[src/rtl/overdrive_frame_sequencer.sv]
// Per-frame controller: walks the input buffer, hands each sample to the
// overdrive effect through its START/DONE handshake, and writes the results back.
module overdrive_frame_sequencer #(
    parameter int FRAME_LEN = 1000,
    parameter int ADDR_W    = 10,
    parameter int TIMEOUT   = 8
) (
    input  logic              CLK,
    input  logic              RESET,
    input  logic              frame_start,
    input  logic              gain_sel,
    output logic              frame_busy,
    output logic              frame_done,
    output logic              frame_err,
    output logic [ADDR_W-1:0] rd_addr,
    input  logic [15:0]       rd_data,
    output logic              od_start,
    output logic              od_gain,
    output logic [15:0]       od_sample,
    input  logic              od_done,
    input  logic [15:0]       od_result,
    output logic              wr_en,
    output logic [ADDR_W-1:0] wr_addr,
    output logic [15:0]       wr_data
);

    localparam int CNT_W = (TIMEOUT > 1) ? $clog2(TIMEOUT) : 1;
    localparam logic [ADDR_W-1:0] LAST_IDX = ADDR_W'(FRAME_LEN - 1);
    localparam logic [CNT_W-1:0]  LAST_CNT = CNT_W'(TIMEOUT - 1);

    typedef enum logic [2:0] {
        IDLE, FETCH, LATCH, PROC, WB, FIN, ERR
    } state_t;

    state_t            state;
    logic [ADDR_W-1:0] idx;
    logic [CNT_W-1:0]  proc_cnt;

    // od_gain doubles as the latched per-frame gain
    always_ff @(posedge CLK) begin
        if (RESET) begin
            state      <= IDLE;
            idx        <= '0;
            proc_cnt   <= '0;
            frame_busy <= 1'b0;
            frame_done <= 1'b0;
            frame_err  <= 1'b0;
            rd_addr    <= '0;
            od_start   <= 1'b0;
            od_gain    <= 1'b0;
            od_sample  <= '0;
            wr_en      <= 1'b0;
            wr_addr    <= '0;
            wr_data    <= '0;
        end else begin
            frame_done <= 1'b0;
            wr_en      <= 1'b0;
            unique case (state)
                IDLE: begin
                    if (frame_start) begin
                        state      <= FETCH;
                        idx        <= '0;
                        rd_addr    <= '0;
                        od_gain    <= gain_sel;
                        frame_err  <= 1'b0;
                        frame_busy <= 1'b1;
                    end
                end
                FETCH: begin
                    state <= LATCH;
                end
                LATCH: begin
                    od_sample <= rd_data;
                    proc_cnt  <= '0;
                    od_start  <= 1'b1;
                    state     <= PROC;
                end
                PROC: begin
                    if (od_done) begin
                        od_start <= 1'b0;
                        wr_en    <= 1'b1;
                        wr_addr  <= idx;
                        wr_data  <= od_result;
                        state    <= WB;
                    end else if (proc_cnt == LAST_CNT) begin
                        od_start  <= 1'b0;
                        frame_err <= 1'b1;
                        state     <= ERR;
                    end else begin
                        proc_cnt <= proc_cnt + 1'b1;
                    end
                end
                WB: begin
                    if (idx == LAST_IDX) begin
                        frame_done <= 1'b1;
                        state      <= FIN;
                    end else begin
                        idx     <= idx + 1'b1;
                        rd_addr <= idx + 1'b1;
                        state   <= FETCH;
                    end
                end
                FIN: begin
                    frame_busy <= 1'b0;
                    state      <= IDLE;
                end
                ERR: begin
                    frame_busy <= 1'b0;
                    state      <= IDLE;
                end
                default: begin
                    state <= IDLE;
                end
            endcase
        end
    end

endmodule

[config.mk]
export PLATFORM = sky130hd
export DESIGN_NAME = overdrive_frame_sequencer
export DESIGN_NICKNAME = d
export VERILOG_FILES = /design/src/rtl/overdrive_frame_sequencer.sv
export SDC_FILE = /design/constraint.sdc
export NUM_CORES = 1
export LEC_CHECK = 0
export CAP_MARGIN = 20
export CORE_MARGIN = 2
export CORE_UTILIZATION = 30
export CTS_CLUSTER_SIZE = 40
export DETAILED_ROUTE_END_ITERATION = 10
export PLACE_DENSITY = 0.65
export SYNTH_ARGS = -nofsm -noshare
export SYNTH_HDL_FRONTEND = slang
export SYNTH_SLANG_ARGS = --single-unit
[constraint.sdc]
create_clock -name CLK -period 5 [get_ports CLK]
set_input_delay 0.5 -clock CLK [delete_from_list [all_inputs] [get_ports CLK]]
set_output_delay 0.5 -clock CLK [all_outputs]
set_load 0.05 [all_outputs]
* After elaboration in Yosys (flattened, before gate mapping)
Cells that the tools add are included.
** Operators by class
- $add $sub $neg :: 2
- Equal/unequal tests :: 14
- Multiplexer cells :: 22
- Bitwise gates (word level) :: 2
- Reductions and logical operators :: 16
** Operators by type and width (number)
- $mux 10 :: 2
- $pmux 10 s2 :: 1
- $mux 3 :: 6
- $pmux 3 s5 :: 1
- $eq 3x3->1 const B :: 4
- $add 10x1->10 const B :: 1
- $eq 10x10->1 const B :: 1
- $ne 2x2->1 const B :: 5
- $reduce_and 2->1 :: 5
- $mux 1 :: 8
- $reduce_bool 2->1 :: 4
- $eq 3x2->1 const B :: 2
- $pmux 1 s2 :: 3
- $pmux 3 s2 :: 1
- $reduce_and 3->1 :: 2
- $reduce_or 2->1 :: 3
- $reduce_and 4->1 :: 1
- $add 3x1->3 const B :: 1
- $eq 3x1->1 const B :: 1
- $logic_not 3->1 :: 1
- $ne 3x3->1 const B :: 1
- $not 1->1 :: 2
** Word-level totals
- Register bits after elaboration :: 64
- Input port bits :: 37
- Output and inout bits :: 58
- Logic and storage cells :: 68

* Depth between registers and ports, before layout
Gate-level depths: netlist (run 1).
- Word-level depth :: 4
- Mapped depth :: 8
- Mapped depth without buffers :: 6

* Least setup slack after synthesis (run 1)
No wires, ideal clock.
- Path type :: reg2reg
- Start :: register idx[0]
- End :: register idx[8]
- Library setup time :: 0.106 ns
- Arrival :: 1.824 ns
- Required time :: 4.894 ns
- Slack :: 3.070 ns
- Stages on the path, launching flop included :: 6
- Path buffers :: 0
- Period minus slack after synthesis :: 1.930 ns
- Cell sequence :: dfxtp_1 > ha_1 > and4bb_2 > a41o_1 > nor2_1 > o311ai_0
** On the way
- Longest elaborated chain between the ends :: 3
- Elaborated cells between the ends (all ways) :: 6
- Classes of those cells :: add/sub: 1; eq/ne: 2; mux: 2; reduce/logical: 1
** RTL lines
- start, declared :: RTL line 36 : logic [ADDR_W-1:0] idx;
- start signal, assigned :: RTL line 98 : idx <= idx + 1'b1;
- $add 10x1->10 / $eq 10x10->1 (equally long branches) :: RTL line 98, 94
- $mux 10 / $ne 2x2->1 (equally long branches)
- $pmux 10 s2 / $reduce_and 3->1 (equally long branches)
Several ways; a longest one is shown, not always the timed one. The select of a mux whose other input is x is not followed.
A chain may end at the register's enable or synchronous reset.

==> run_results.csv, run 1 <==
group,metric,value,unit
synthesis,synthTopCellsByArea,"dfxtp_1 50%, nand2_1 14%, a21oi_1 11%",
floorplan,rows,33,
synthesis,ys_seq_elements,64,
finish,final_nets,442,
clock_network,cts_tree,"done",
finish,diodes,0,
clock_network,clk_latency,0.33,ns
timing,relSlewSlack,37.3,%
place,pre_cts_ws,2.74,ns
finish,syn_to_final_growth,45.5,%
place,gp_congestion,0.830,
timing,worst-slew-pin-transition,0.940,ns
worst_setup_path,worst_ep_required_time,4.50,ns
synthesis,synth_ff_type,"dfxtp_1",
synthesis,synthCells,315,
timing,fmax,452,MHz
timing,finalCritPeriodShare,44.3,%
synthesis,synth.top_cell.area_share,49.6,%
worst_setup_path,crit_path_max_incr_delay,0.87,ns
floorplan,die_w,96.8,um
clock_network,numCtsBuffers,9,
clock_network,hold_buffers,0,
route,antenna_left,0,
timing,setup_viol,0,
timing,final.setup.tns,0,ns
power,powerDensity,299,mW/mm^2
clock_network,htree_num_levels,3,
grt,grt_pass1_wl,11200,um
place,hpwl,4680,um
synthesis,async_reset_ff_share,0,%
worst_setup_path,cp_top_family,"buffers and inverters",
clock_network,clock_sinks,64,
run_status,status,"complete, no violations",
synthesis,yosysSeqAreaShare,49.6,%
route,dr.pass1.iters,4,
worst_setup_path,worst_setup_path_end_kind,"output pin",
synthesis,synth_cell_types,42,
worst_setup_path,path_buf_inv,1,
timing,drv_slew,0,
clock_network,cts_setup_buffers,0,
timing,setup_ws,2.79,ns
route,drc,0,
timing,hold_ws,0.453,ns
floorplan,initial_core_util,31.1,%
route,wirelength,6650,um
worst_setup_path,crit_type,"flop to output pin",
synthesis,synth_top_cell_by_area,"dfxtp_1",
timing,rsz0062_at_grt,"no",
synthesis,yosysWarningCount,0,
clock_network,path_clk_slew,0.07,ns
grt,grt_max_degree,52,
worst_setup_path,cp.arrival,1.71,ns
floorplan,core,0.00830,mm^2
synthesis,syn_nets,355,
clock_network,clockBufferDepth,2,
power,p_leak,1.26,nW
synthesis,synth.avg_cell_area,8.19,um^2
grt,grt_pass1_vias,2401,
floorplan,die_h,96.8,um
worst_setup_path,start_kind,"flop",
route,via_per_inst,4.90,
worst_setup_path,crit_fanout,8,
worst_setup_path,crit_chain,"clkdlybuf4s50_1",
run,cap_viol_max_count,0,
worst_setup_path,cpMaxStageDelayCell,"clkdlybuf4s50_1",
synthesis,synth_edf_count,0,
synthesis,syn_area,0.00258,mm^2
route,via_count,2507,
route,wl_per_cell,13.0,um
timing,hold_viol_final,0,
place,portBuffers,94,
floorplan,io_pins,95,
timing,finalCriticalPeriod,2.21,ns
clock_network,ctsResizeCount,0,
route,dr.first_iter.drc_count,92,
floorplan,die_area,0.00936,mm^2
grt,antenna_found_initial,0,
clock_network,root_buffer,"clkbuf_8",
grt,grt.total_usage,14.3,%
grt,globalRouteOverflowTotal,0,
finish,drive_above_1_share,6.88,%
hold_path,min_path_type,"flop to flop",
power,fin_total_pwr,0.00112,W
timing,fin_skew,0.00811,ns
power,power.ir.vdd_worst,0.000130,V
[power breakdown]
part           total (W)  internal [W]  switching (W)
Combinational   0.000145     0.0000596      0.0000857
Sequential      0.000533      0.000523      0.0000100
Clock           0.000444      0.000256       0.000187
[logic make-up (layout without fill, tap and decap cells)]
family	count (synthesis)	in the layout	synth area share [%]
AOI/OAI and AO/OA	80	80	18.3
buffers and inverters	24	116	5.19
DFF	64	64	49.6
and+or+nand+nor	142	142	24.7
muxes	2	2	0.776
adders and majority gates	3	3	1.45
[layout make-up]
type	count	area, um^2
clock buffer	13	159
clock inverter	3	40.0
fill	829	4540
inverter	4	15.0
multi-input combinational	227	1170
sequential	64	1280
tap	105	131
timing repair buffer	96	963
[through the flow]
step | instance area, um^2 | utilization [%] | instances
6_report | 3760 | 45.3 | 512
5_1_grt | 3760 | 45.3 | 512
4_1_cts | 3760 | 45.3 | 512
3_5_place_dp | 3560 | 42.9 | 496
3_3_place_gp | 3530 | 42.5 | 494
2_1_floorplan | 2580 | - | 315
[synthesized netlist by cell type, types with 4 or more instances]
library cell	n
nor3_1	4
o21ai_0	7
clkbuf_1	11
inv_1	4
o311ai_1	4
dfxtp_1	64
nand3_1	10
a21oi_1	56
nor2_1	12
nand2_1	93
[routing by layer]
layer / up-vias / share of wire, % / GRT usage (%)
met5: - / 0 / 0
met4: 0 / 1.2 / 5.53
met3: 8 / 8.2 / 5.49
met2: 78 / 47 / 23.7
met1: 1174 / 43 / 16.8
li1: 1247 / - / -
[final timing paths]
kind / depth (start not counted) / from / end / slack (ns)
max: 1 / idx[9] / rd_addr[9] / 2.79
min reg2reg: 2 / wr_data[8] / wr_data[8] / 0.45
max reg2reg: 4 / state[1] / wr_addr[5] / 3.01
min: 2 / wr_data[8] / wr_data[8] / 0.45
[layout by cell type (no fill, tap or decap), drive strengths merged, types with 3 or more instances in the layout]
| master | instances |
|---|---|
| nor3 | 4 |
| nand2 | 93 |
| o21ai | 7 |
| nor2 | 12 |
| a311oi | 3 |
| o311ai | 5 |
| or2 | 3 |
| inv | 4 |
| a21oi | 56 |
| ha | 3 |
| clkdlybuf4s50 | 93 |
| buf | 3 |
| dfxtp | 64 |
| nand3 | 10 |
| and2 | 3 |
| clkbuf | 13 |
[state kept, by name, indices dropped and copies added (netlist names)]
register and flops:
frame_done 1, idx 10, od_gain 1, od_sample 16, proc_cnt 3, state 3, wr_en 1, frame_err 1
od_start 1, frame_busy 1, wr_data 16, wr_addr 10
[worst min-delay path: stages, from the launching register on]
cell and delay, ns:
dfxtp_1 0.31, nand2_1 0.05, a21oi_1 0.05
(Power assumes the default switching activity.)
==> run 2, diff against run 1 <==
==> constraint.sdc (replaced) <==
create_clock -name CLK -period 2.3 [get_ports CLK]
set_input_delay 0.23 -clock CLK [delete_from_list [all_inputs] [get_ports CLK]]
set_output_delay 0.23 -clock CLK [all_outputs]
set_load 0.05 [all_outputs]
==> run 2 against run 1 <==
  * Critical path type unchanged
  * Critical path depth unchanged
  * Power up 130%
  * Utilization up 0.35 points
  * Non-clock buffer count up 1
  * Sequential power up 120%
  * Combinational power up 110%
  * Worst setup slack worse by 2.4 ns
  * First-iteration DRC count up 16%
  * Via count down 2.1%
==> run_results.csv, run 2 (synthesis gave the netlist of run 1 again) <==
group,metric,value,unit
run_status,status,"complete, no violations",
grt,grt.total_usage,14.0,%
clock_network,hold_buffers,0,
place,dpl_cell_area,0.00355,mm^2
timing,relSlewSlack,33.1,%
worst_setup_path,crit_fanout,8,
clock_network,path_clk_slew,0.07,ns
worst_setup_path,crit_type,"flop to output pin",
clock_network,htree_num_levels,3,
timing,finalCritPeriodShare,84.3,%
clock_network,clk_latency,0.32,ns
power,fin_total_pwr,0.00258,W
route,wl_per_cell,12.8,um
timing,hold_ws,0.448,ns
worst_setup_path,cp_top_family,"buffers and inverters",
timing,fmax,516,MHz
timing,rsz0062_at_grt,"no",
finish,drive_above_1_share,7.11,%
route,antenna_left,0,
timing,fin_skew,0.00775,ns
grt,grt_max_degree,44,
grt,globalRouteOverflowTotal,0,
worst_setup_path,path_buf_inv,1,
worst_setup_path,cp.arrival,1.71,ns
power,p_leak,1.28,nW
worst_setup_path,cpMaxStageDelayCell,"clkdlybuf4s50_1",
route,dr.first_iter.drc_count,107,
worst_setup_path,worst_ep_required_time,2.07,ns
finish,final_nets,443,
finish,diodes,0,
finish,final_cell_mix,"93 x nand2_1, 93 x clkdlybuf4s50_1, 64 x dfxtp_1",
finish,finalInstanceArea,0.00378,mm^2
power,power.ir.vdd_worst,0.000344,V
finish,multi_input_area,0.00117,mm^2
route,wirelength,6560,um
worst_setup_path,worstSetupStartpoint,"idx[9]",
worst_setup_path,crit_chain,"clkdlybuf4s50_1",
route,via_count,2455,
clock_network,numCtsBuffers,9,
power,powerDensity,681,mW/mm^2
worst_setup_path,r2r_setup_slack,0.43,ns
place,place_inst,497,
timing,drv_slew,0,
hold_path,min_path_type,"input pin to flop",
finish,syn_to_final_growth,46.6,%
finish,register_area,0.00128,mm^2
clock_network,clockBufferDepth,2,
floorplan,initial_core_util,31.1,%
hold_path,min_delay_path_depth,3,
worst_setup_path,timing.rr.start,"idx[0]",
worst_setup_path,reg2regPathDepth,5,
clock_network,root_buffer,"clkbuf_8",
finish,fin_cells,513,
floorplan,rows,33,
timing,worst-slew-pin-transition,0.999,ns
worst_setup_path,reg2reg_to,"idx[5]",
clock_network,clock_sinks,64,
grt,grt_pass1_vias,2383,
timing,final.setup.tns,0,ns
finish,num-fill-cells,829,
place,gp_congestion,0.794,
grt,grt_pass1_wl,10900,um
hold_path,hold-path-endpoint,"od_sample[14]",
grt,antenna_found_initial,0,
worst_setup_path,start_kind,"flop",
floorplan,core,0.00830,mm^2
hold_path,min_from,"rd_data[14]",
route,drc,0,
floorplan,die_w,96.8,um
floorplan,die_h,96.8,um
place,hpwl,4540,um
timing,hold_viol_final,0,
floorplan,die_area,0.00936,mm^2
timing,finalCriticalPeriod,1.94,ns
route,dr.pass1.iters,4,
route,via_per_inst,4.79,
finish,top_regs,"od_sample (16), wr_data (16)",
worst_setup_path,worst_setup_path_end_kind,"output pin",
floorplan,io_pins,95,
clock_network,ctsResizeCount,0,
worst_setup_path,crit_path_max_incr_delay,0.87,ns
clock_network,cts_setup_buffers,0,
run,cap_viol_max_count,0,
clock_network,cts_tree,"done",
timing,setup_viol,0,
place,portBuffers,94,
-- run 2: changes by cell type in the layout (fill, tap and decap cells not counted) --
cell       delta
buf_4         +2
clkinv_2      -2
clkbuf_8      +1
buf_12        -1
bufinv_16     +1
-- run 2: routing by layer --
layer	global-route usage [%]	routed length (um)
met5	0	0
met4	5.31	83
met3	4.70	454
met2	23.1	2990
met1	16.9	3040
-- run 2: power breakdown --
part	total [W]	switching, W	leakage (nW)	internal (W)
sequential	0.00116	0.0000212	0.518	0.00114
clock	0.00111	0.000407	0.117	0.000701
combinational	0.000311	0.000185	0.643	0.000126
total	0.00258	0.000613	1.28	0.00197
-- run 2: worst max-delay path by stage --
stage                         to  slack, ns  cells past startpoint
floorplan                 idx[8]       0.37                      5
global placement    od_sample[0]       0.52                      4
detailed placement        idx[8]       0.46                      5
CTS                   rd_addr[3]       0.33                      1
global route        od_sample[1]       0.26                      4
finish                rd_addr[9]       0.36                      1
-- run 2: through the flow --
| stage | setup WS, ns | utilization (%) |
|---|---|---|
| global placement | 0.519 | 42.8 |
| CTS | 0.332 | 45.6 |
| floorplan | 0.370 | - |
| finish | 0.362 | 45.6 |
| global route | 0.265 | 45.6 |
| detailed placement | 0.463 | 42.8 |
-- run 2: cell type report --
cell class | instances | share of cell area (%)
Tap cell | 105 | 3.47
Inverter | 4 | 0.397
Multi-Input combinational cell | 227 | 30.8
Clock inverter | 2 | 1.59
Timing Repair Buffer | 97 | 25.3
Sequential cell | 64 | 33.9
Clock buffer | 14 | 4.56
==> run 3, diff against run 2 <==
--- a/config.mk
+++ b/config.mk
@@ -10,7 +10,7 @@
 export CORE_UTILIZATION = 30
 export CTS_CLUSTER_SIZE = 40
 export DETAILED_ROUTE_END_ITERATION = 10
-export PLACE_DENSITY = 0.65
+export PLACE_DENSITY = 0.67
 export SYNTH_ARGS = -nofsm -noshare
 export SYNTH_HDL_FRONTEND = slang
 export SYNTH_SLANG_ARGS = --single-unit
==> constraint.sdc (replaced) <==
create_clock -name CLK -period 1.65 [get_ports CLK]
set_input_delay 0.165 -clock CLK [delete_from_list [all_inputs] [get_ports CLK]]
set_output_delay 0.165 -clock CLK [all_outputs]
set_load 0.05 [all_outputs]
==> run 3 against run 2 <==
  * Non-clock buffer count increased by 14
  * Critical path depth increased by 4
  * First-iteration DRC count decreased by 48%
  * Die area unchanged
  * Hold slack got worse by 0.22 ns
  * Combinational power increased by 43%
  * Sequential power increased by 39%
  * Global-route usage increased by 0.99 points
  * Sequential cell count unchanged
  * Routed wire length increased by 6.3%
  * Critical path type is now flop to flop
  * Highest routed layer unchanged
==> run_results.csv, run 3 (synthesis gave the netlist of run 1 again) <==
group,metric,value,unit
run_status,status,"complete, no violations",
timing,rsz0062_at_grt,"yes",
worst_setup_path,r2r_setup_slack,0.05,ns
place,pre_cts_ws,0.0105,ns
timing,finalCritPeriodShare,97.0,%
route,drc,0,
grt,grt_use_met2,24.3,%
worst_setup_path,timing.rr.start,"idx[1]",
power,p_seq_share,46.8,%
route,antenna_left,0,
floorplan,die_w,96.8,um
run,cap_viol_max_count,0,
finish,final_nets,457,
timing,setup_ws,0.0499,ns
timing,hold_ws,0.232,ns
clock_network,htree_num_levels,3,
finish,top_regs,"od_sample (16), wr_data (16)",
route,wl_per_cell,13.2,um
clock_network,path_clk_slew,0.07,ns
power,power.ir.vdd_worst,0.000478,V
timing,worst-slew-pin-transition,0.512,ns
floorplan,die_h,96.8,um
timing,hold_viol_final,0,
worst_setup_path,worst_setup_path_end_kind,"flop",
timing,fmax,625,MHz
place,gp_congestion,0.833,
power,swShare,26.2,%
timing,setup_viol,0,
power,p_sw,0.000901,W
timing,finalCriticalPeriod,1.60,ns
floorplan,initial_core_util,31.1,%
grt,globalRouteOverflowTotal,0,
grt,grt_max_degree,27,
clock_network,clk_latency,0.33,ns
power,powerDensity,894,mW/mm^2
power,fin_total_pwr,0.00344,W
power,p_leak,1.62,nW
finish,syn_to_final_growth,49.0,%
route,via_per_inst,4.80,
finish,final_cell_mix,"93 x nand2_1, 56 x a21oi_1, 54 x dfxtp_1",
hold_path,min_from,"RESET",
clock_network,hold_buffers,0,
grt,grt.met1_usage,18.7,%
worst_setup_path,reg2regPathDepth,5,
clock_network,cts_tree,"done",
finish,final_common_cell,"nand2_1",
grt,grt_pass1_vias,2485,
grt,antenna_found_initial,0,
floorplan,core,0.00830,mm^2
power,clock_power_share,40.2,%
timing,drv_slew,0,
clock_network,clockBufferDepth,2,
worst_setup_path,crit_fanout,6,
finish,num-fill-cells,842,
clock_network,clock_sinks,64,
route,wirelength,6980,um
grt,grt_busiest_layer,"met2",
route,via_count,2527,
power,internal_power,0.00254,W
hold_path,hold-path-endpoint,"frame_busy",
hold_path,min_path_type,"input pin to flop",
place,portBuffers,94,
clock_network,numCtsBuffers,9,
worst_setup_path,worst_ep_required_time,1.88,ns
power,comb_power_share,13.0,%
worst_setup_path,crit_type,"flop to flop",
timing,relSlewSlack,65.8,%
timing,final.setup.tns,0,ns
place,hpwl,4940,um
clock_network,root_buffer,"clkbuf_8",
worst_setup_path,start_kind,"flop",
route,dr.pass1.iters,4,
floorplan,io_pins,95,
grt,grt_pass1_wl,11700,um
hold_path,min_delay_path_depth,2,
grt,grt.total_usage,15.0,%
floorplan,die_area,0.00936,mm^2
finish,drive_above_1_share,21.6,%
floorplan,rows,33,
route,dr.first_iter.drc_count,56,
timing,fin_skew,0.00745,ns
worst_setup_path,reg2reg_to,"idx[7]",
worst_setup_path,cp.arrival,1.83,ns
grt,use_met3,4.62,%
finish,diodes,0,
finish,finish.utilization,46.3,%
-- run 3: cell types whose count changed in the layout (fill, tap and decap cells not counted), sizes merged --
cell,previous run,this run
clkdlybuf4s50,93,35
buf,4,50
dlygate4sd2,0,19
dlymetal6s2s,0,7
clkbuf,14,11
clkinv,0,2
clkinvlp,0,2
bufinv,2,1
-- run 3: worst max-delay path, stage by stage, from the launching register on --
cell	delay [ns]
dfxtp_4	0.36
ha_4	0.15
and4bb_2	0.27
a311oi_4	0.43
o311ai_2	0.18
o311ai_1	0.11
-- run 3: what timing repair did --
action                     in CTS  in global routing
buffers inserted                0                  2
setup endpoints to repair      19                 14
pin swaps                       0                  5
gates resized for setup        19                 13
-- run 3: metrics by stage --
| stage | instances | area [um^2] |
|---|---|---|
| 4_1_cts | 525 | 3780 |
| 3_5_place_dp | 509 | 3590 |
| 3_3_place_gp | 509 | 3590 |
| 6_report | 527 | 3850 |
| 2_1_floorplan | 315 | 2600 |
| 5_1_grt | 527 | 3850 |
-- run 3: cell type report --
type                       instances  area [um^2]  share of cell area (%)
tap                              105          131                    3.42
multi-input combinational        227         1200                    31.3
timing repair buffer             111          990                    25.7
inverter                           4         15.0                   0.390
clock buffer                      11          151                    3.94
clock inverter                     5         55.1                    1.43
sequential                        64         1300                    33.8
-- run 3: layer usage --
metal / share of wire, % / up-vias
li1: - / 1285
met2: 47 / 73
met5: 0 / -
met1: 45 / 1163
met4: 0.86 / 0
met3: 6.7 / 6
-- run 3: worst max-delay path by stage --
stage                       startpoint      endpoint  slack [ns]
final                           idx[1]        idx[7]        0.05
after CTS                 od_sample[6]  od_sample[6]      0.0003
after floorplan                 idx[0]        idx[9]        0.04
after global placement          idx[0]        idx[8]        0.05
after detailed placement        idx[0]        idx[8]        0.01
after global routing            idx[1]        idx[7]       -0.04
-- run 3: power groups by stage --
stage	logic, W	registers [W]	clock network [W]
floorplan	0.000148	0.00176	0
global placement	0.000450	0.00164	0
detailed placement	0.000452	0.00164	0
CTS	0.000445	0.00161	0.00143
global route	0.000483	0.00161	0.00151
finish	0.000446	0.00161	0.00138
==> variant 1: new RTL, flow settings as in run 3 <==
Compare `idx` against `LAST_IDX` with >= in place of ==.
--- a/src/rtl/overdrive_frame_sequencer.sv
+++ b/src/rtl/overdrive_frame_sequencer.sv
@@ -92,5 +92,5 @@
                 end
                 WB: begin
-                    if (idx == LAST_IDX) begin
+                    if (idx >= LAST_IDX) begin
                         frame_done <= 1'b1;
                         state      <= FIN;
Function: same outputs for any inputs over 10 cycles, from zero or initial values and one cycle with RESET high; that may be too few to reach the edited logic, so the function may still have changed.
==> variant 1 against run 3 <==
- final area decreased by 2.8%
- wire length decreased by 7.9%
- via count decreased by 4.2%
- count of clock-buffer cells in the layout increased by 1
- sequential cell count unchanged
- fmax increased by 2.4%
- synthesized area decreased by 4.5%
- synthesized cell count decreased by 2.9%
- first-iteration DRC count increased by 63%
- power decreased by 0.66%
- combinational power increased by 9.6%
- sequential power about the same
- worst setup slack improved by 0.037 ns
- highest routed layer unchanged
==> variant 1: results (changes against run 3) <==
[drt]
drt_iter0_drc=91  ; was 56
wl_um=6430  ; was 6980 um

[layout]
fill_cells=855  ; was 842
drive_gt1_share_pct=18.6  ; was 21.6%
final_net_count=450  ; was 457

[global_route]
grt_usage_pct=14.7  ; was 15.0%
first_global_vias=2151  ; was 2485
grt_pass1_wl_um=10200  ; was 11700 um
grt_max_degree=38  ; was 27

[critical_path]
r2r-start=idx[0]$_SDFFE_PP0P_  ; was idx[1]$_SDFFE_PP0P_
crit_path_max_fanout=5  ; was 6
r2r_slack_ns=0.09  ; was 0.05 ns

[run_status]
status=finished clean  ; unchanged

[yosys]
netlist_top_cells_count=nand2_1 (98), dfxtp_1 (64), a21oi_1 (52)  ; was nand2_1 (93), dfxtp_1 (64), a21oi_1 (56)
synthTopCellsByArea=dfxtp_1 (52%), nand2_1 (15%), a21oi_1 (11%)  ; was dfxtp_1 (50%), nand2_1 (14%), a21oi_1 (11%)
synthesis.nets=346  ; was 355
synth_cell_type_count=36  ; was 42
async_flop_share_pct=0  ; unchanged
synth-seq-area-share_pct=52.0  ; was 49.6%

[hold_path]
holdPathStages=3  ; was 2
whs_endpoint=frame_done$_SDFF_PP0_  ; was frame_busy$_SDFFE_PP0P_

[placement]
gp_congestion=0.799  ; was 0.833
dp_slack_ns=0.0436  ; was 0.0105 ns

[sta]
fin_skew_ns=0.00967  ; was 0.00745 ns
period_share_pct=94.7  ; was 97.0%

[pwr]
peakVddDrop_mv=0.411  ; was 0.478 mV
p_leak_uw=0.00158  ; was 0.00162 uW

[cts]
ctsRootBufferMaster=clkbuf_8  ; unchanged

[variant 1: logic make-up after synthesis]
group / after synthesis / share of synthesized area, %
multiplexers: 2 / 0.812
buffers and inverters: 23 / 4.06
AO/OA/AOI/OAI: 74 / 16.7
adder cells (fa/ha/maj): 3 / 1.52
flip-flops: 64 / 52.0
AND/OR/NAND/NOR: 140 / 25.0
[variant 1: stage by stage]
stage               total power [uW]  instance area, um2  instances
finish                          3410                3740        520
CTS                             3470                3710        520
detailed placement              2150                3550        504
floorplan                       1940                2480        306
global route                    3580                3740        520
global placement                2150                3550        504
[variant 1: area by class of cell]
class                           count  area [um2]  area share (%)
Inverter                            7        26.3           0.703
Multi-Input combinational cell    219        1100            29.5
Clock inverter                      4        45.0            1.21
Tap cell                          105         131            3.52
Sequential cell                    64        1300            34.7
Timing Repair Buffer              109         988            26.4
Clock buffer                       12         145            3.88
[variant 1: timing repair]
item                                    in CTS  in global routing
pin swaps                                    0                  0
resized for setup                           24                  8
endpoints found under the setup margin      24                 11
[variant 1: power breakdown]
part           total, uW  internal [uW]  leakage (uW)  switching [uW]
Sequential          1610           1590      0.000523            24.2
Combinational        489            188      0.000953             301
Clock               1310            732      0.000100             578
Total               3410           2510       0.00158             903
[variant 1: per-layer routing]
metal | vias to the layer above | wire, um | GRT usage [%]
met4 | 0 | 111 | 7.85
met5 | - | 0 | 0
met1 | 1107 | 2840 | 17.8
li1 | 1248 | - | -
met2 | 58 | 3080 | 23.3
met3 | 9 | 402 | 4.47
[variant 1: critical path, stage by stage, from the launching register on]
cell and delay, ns:
dfxtp_4 0.36, ha_1 0.23, a211o_1 0.35, a31oi_2 0.26
o21ai_0 0.12, a31oi_1 0.17
==> variant 2: new RTL, settings of run 3 <==
Without the edit above. The parameter `ADDR_W` goes from 10 to 11.
--- a/src/rtl/overdrive_frame_sequencer.sv
+++ b/src/rtl/overdrive_frame_sequencer.sv
@@ -3,5 +3,5 @@
 module overdrive_frame_sequencer #(
     parameter int FRAME_LEN = 1000,
-    parameter int ADDR_W    = 10,
+    parameter int ADDR_W    = 11,
     parameter int TIMEOUT   = 8
 ) (
Interface: changed (resized rd_addr and wr_addr); port bits go from 95 to 97. The function was not compared with the original's and may differ.
==> variant 2 against run 3 <==
- clock skew decreased by 0.0021 ns
- worst setup slack better by 0.018 ns
- final area is 2.3% higher
- power rose by 1.9%
- non-clock buffer count is 5 higher
- wire length up 2.9%
- sequential cell count up 2
- synthesized cell count is 4.4% higher
- synthesized area increased by 3.9%
- critical path type unchanged
- largest power group unchanged
==> variant 2: results (changes against run 3) <==
[layout]
fill_cells=869  ; was 842
final_net_count=473  ; was 457
design_area_um2=3940  ; was 3850 um2

[pwr]
pwr-share-seq_pct=47.4  ; was 46.8%
clock_power_share_pct=37.2  ; was 40.2%
peakVddDrop_mv=0.520  ; was 0.478 mV
switchingPower_uw=931  ; was 901 uW
swShare_pct=26.6  ; was 26.2%

[critical_path]
cp_top_family=simple AND/OR/NAND/NOR gates  ; was compound AO/OA/AOI/OAI gates
worst_ep_arrival_time_ns=1.81  ; was 1.83 ns
crit_path_top_delay_cell=dfxtp_4  ; was a311oi_4
crit_path_max_fanout=10  ; was 6
r2r-start=idx[0]$_SDFFE_PP0P_  ; was idx[1]$_SDFFE_PP0P_

[yosys]
synth_cell_type_count=44  ; was 42
synth-seq-area-share_pct=49.3  ; was 49.6%
synthAdderAreaFrac_pct=1.40  ; was 1.45%
netlist_top_cells_count=nand2_1 (96), dfxtp_1 (66), a21oi_1 (53)  ; was nand2_1 (93), dfxtp_1 (64), a21oi_1 (56)
syn_avg_cell_area_um2=8.15  ; was 8.19 um2
synth_compound_area_share_pct=17.8  ; was 18.3%

[cts]
cts_resized=17  ; was 19

[global_route]
grt_pass1_wl_um=12300  ; was 11700 um
grtUsageMet3_pct=6.24  ; was 4.62%
grt_util_met1_pct=18.0  ; was 18.7%
use_met2_pct=25.6  ; was 24.3%
grt_usage_pct=15.5  ; was 15.0%

[sta]
maxSlewHeadroom_pct=60.3  ; was 65.8%
fin_skew_ns=0.00532  ; was 0.00745 ns

[drt]
wirelength_met1_um=3140  ; was 3160 um
wl_um=7180  ; was 6980 um
viasPerCell=4.87  ; was 4.80
avgRoutedWirePerCell_um=13.2  ; about the same
dr_wl_met3_um=551  ; was 468 um

[placement]
gp_congestion=0.848  ; was 0.833

[run_status]
status=finished clean  ; unchanged

-- variant 2: cell type report --
cell class,instances,area share [%]
sequential,66,34.2
multi-input combinational,235,31.8
timing repair buffer,116,25.2
clock buffer,15,4.77
tap,108,3.43
inverter,5,0.477
clock inverter,1,0.127
-- variant 2: worst min-delay path by stage --
stage / startpoint / to / slack, ns / cells past startpoint
4_1_cts: RESET / frame_done$_SDFF_PP0_ / 0.33 / 4
3_3_place_gp: od_sample[9]$_SDFFE_PP0N_ / od_sample[9]$_SDFFE_PP0N_ / 0.44 / 2
6_report: RESET / frame_done$_SDFF_PP0_ / 0.35 / 4
2_1_floorplan: od_done / state[1]$_SDFFE_PP0P_ / 0.29 / 1
3_5_place_dp: od_sample[0]$_SDFFE_PP0N_ / od_sample[0]$_SDFFE_PP0N_ / 0.45 / 2
5_1_grt: RESET / frame_done$_SDFF_PP0_ / 0.34 / 4
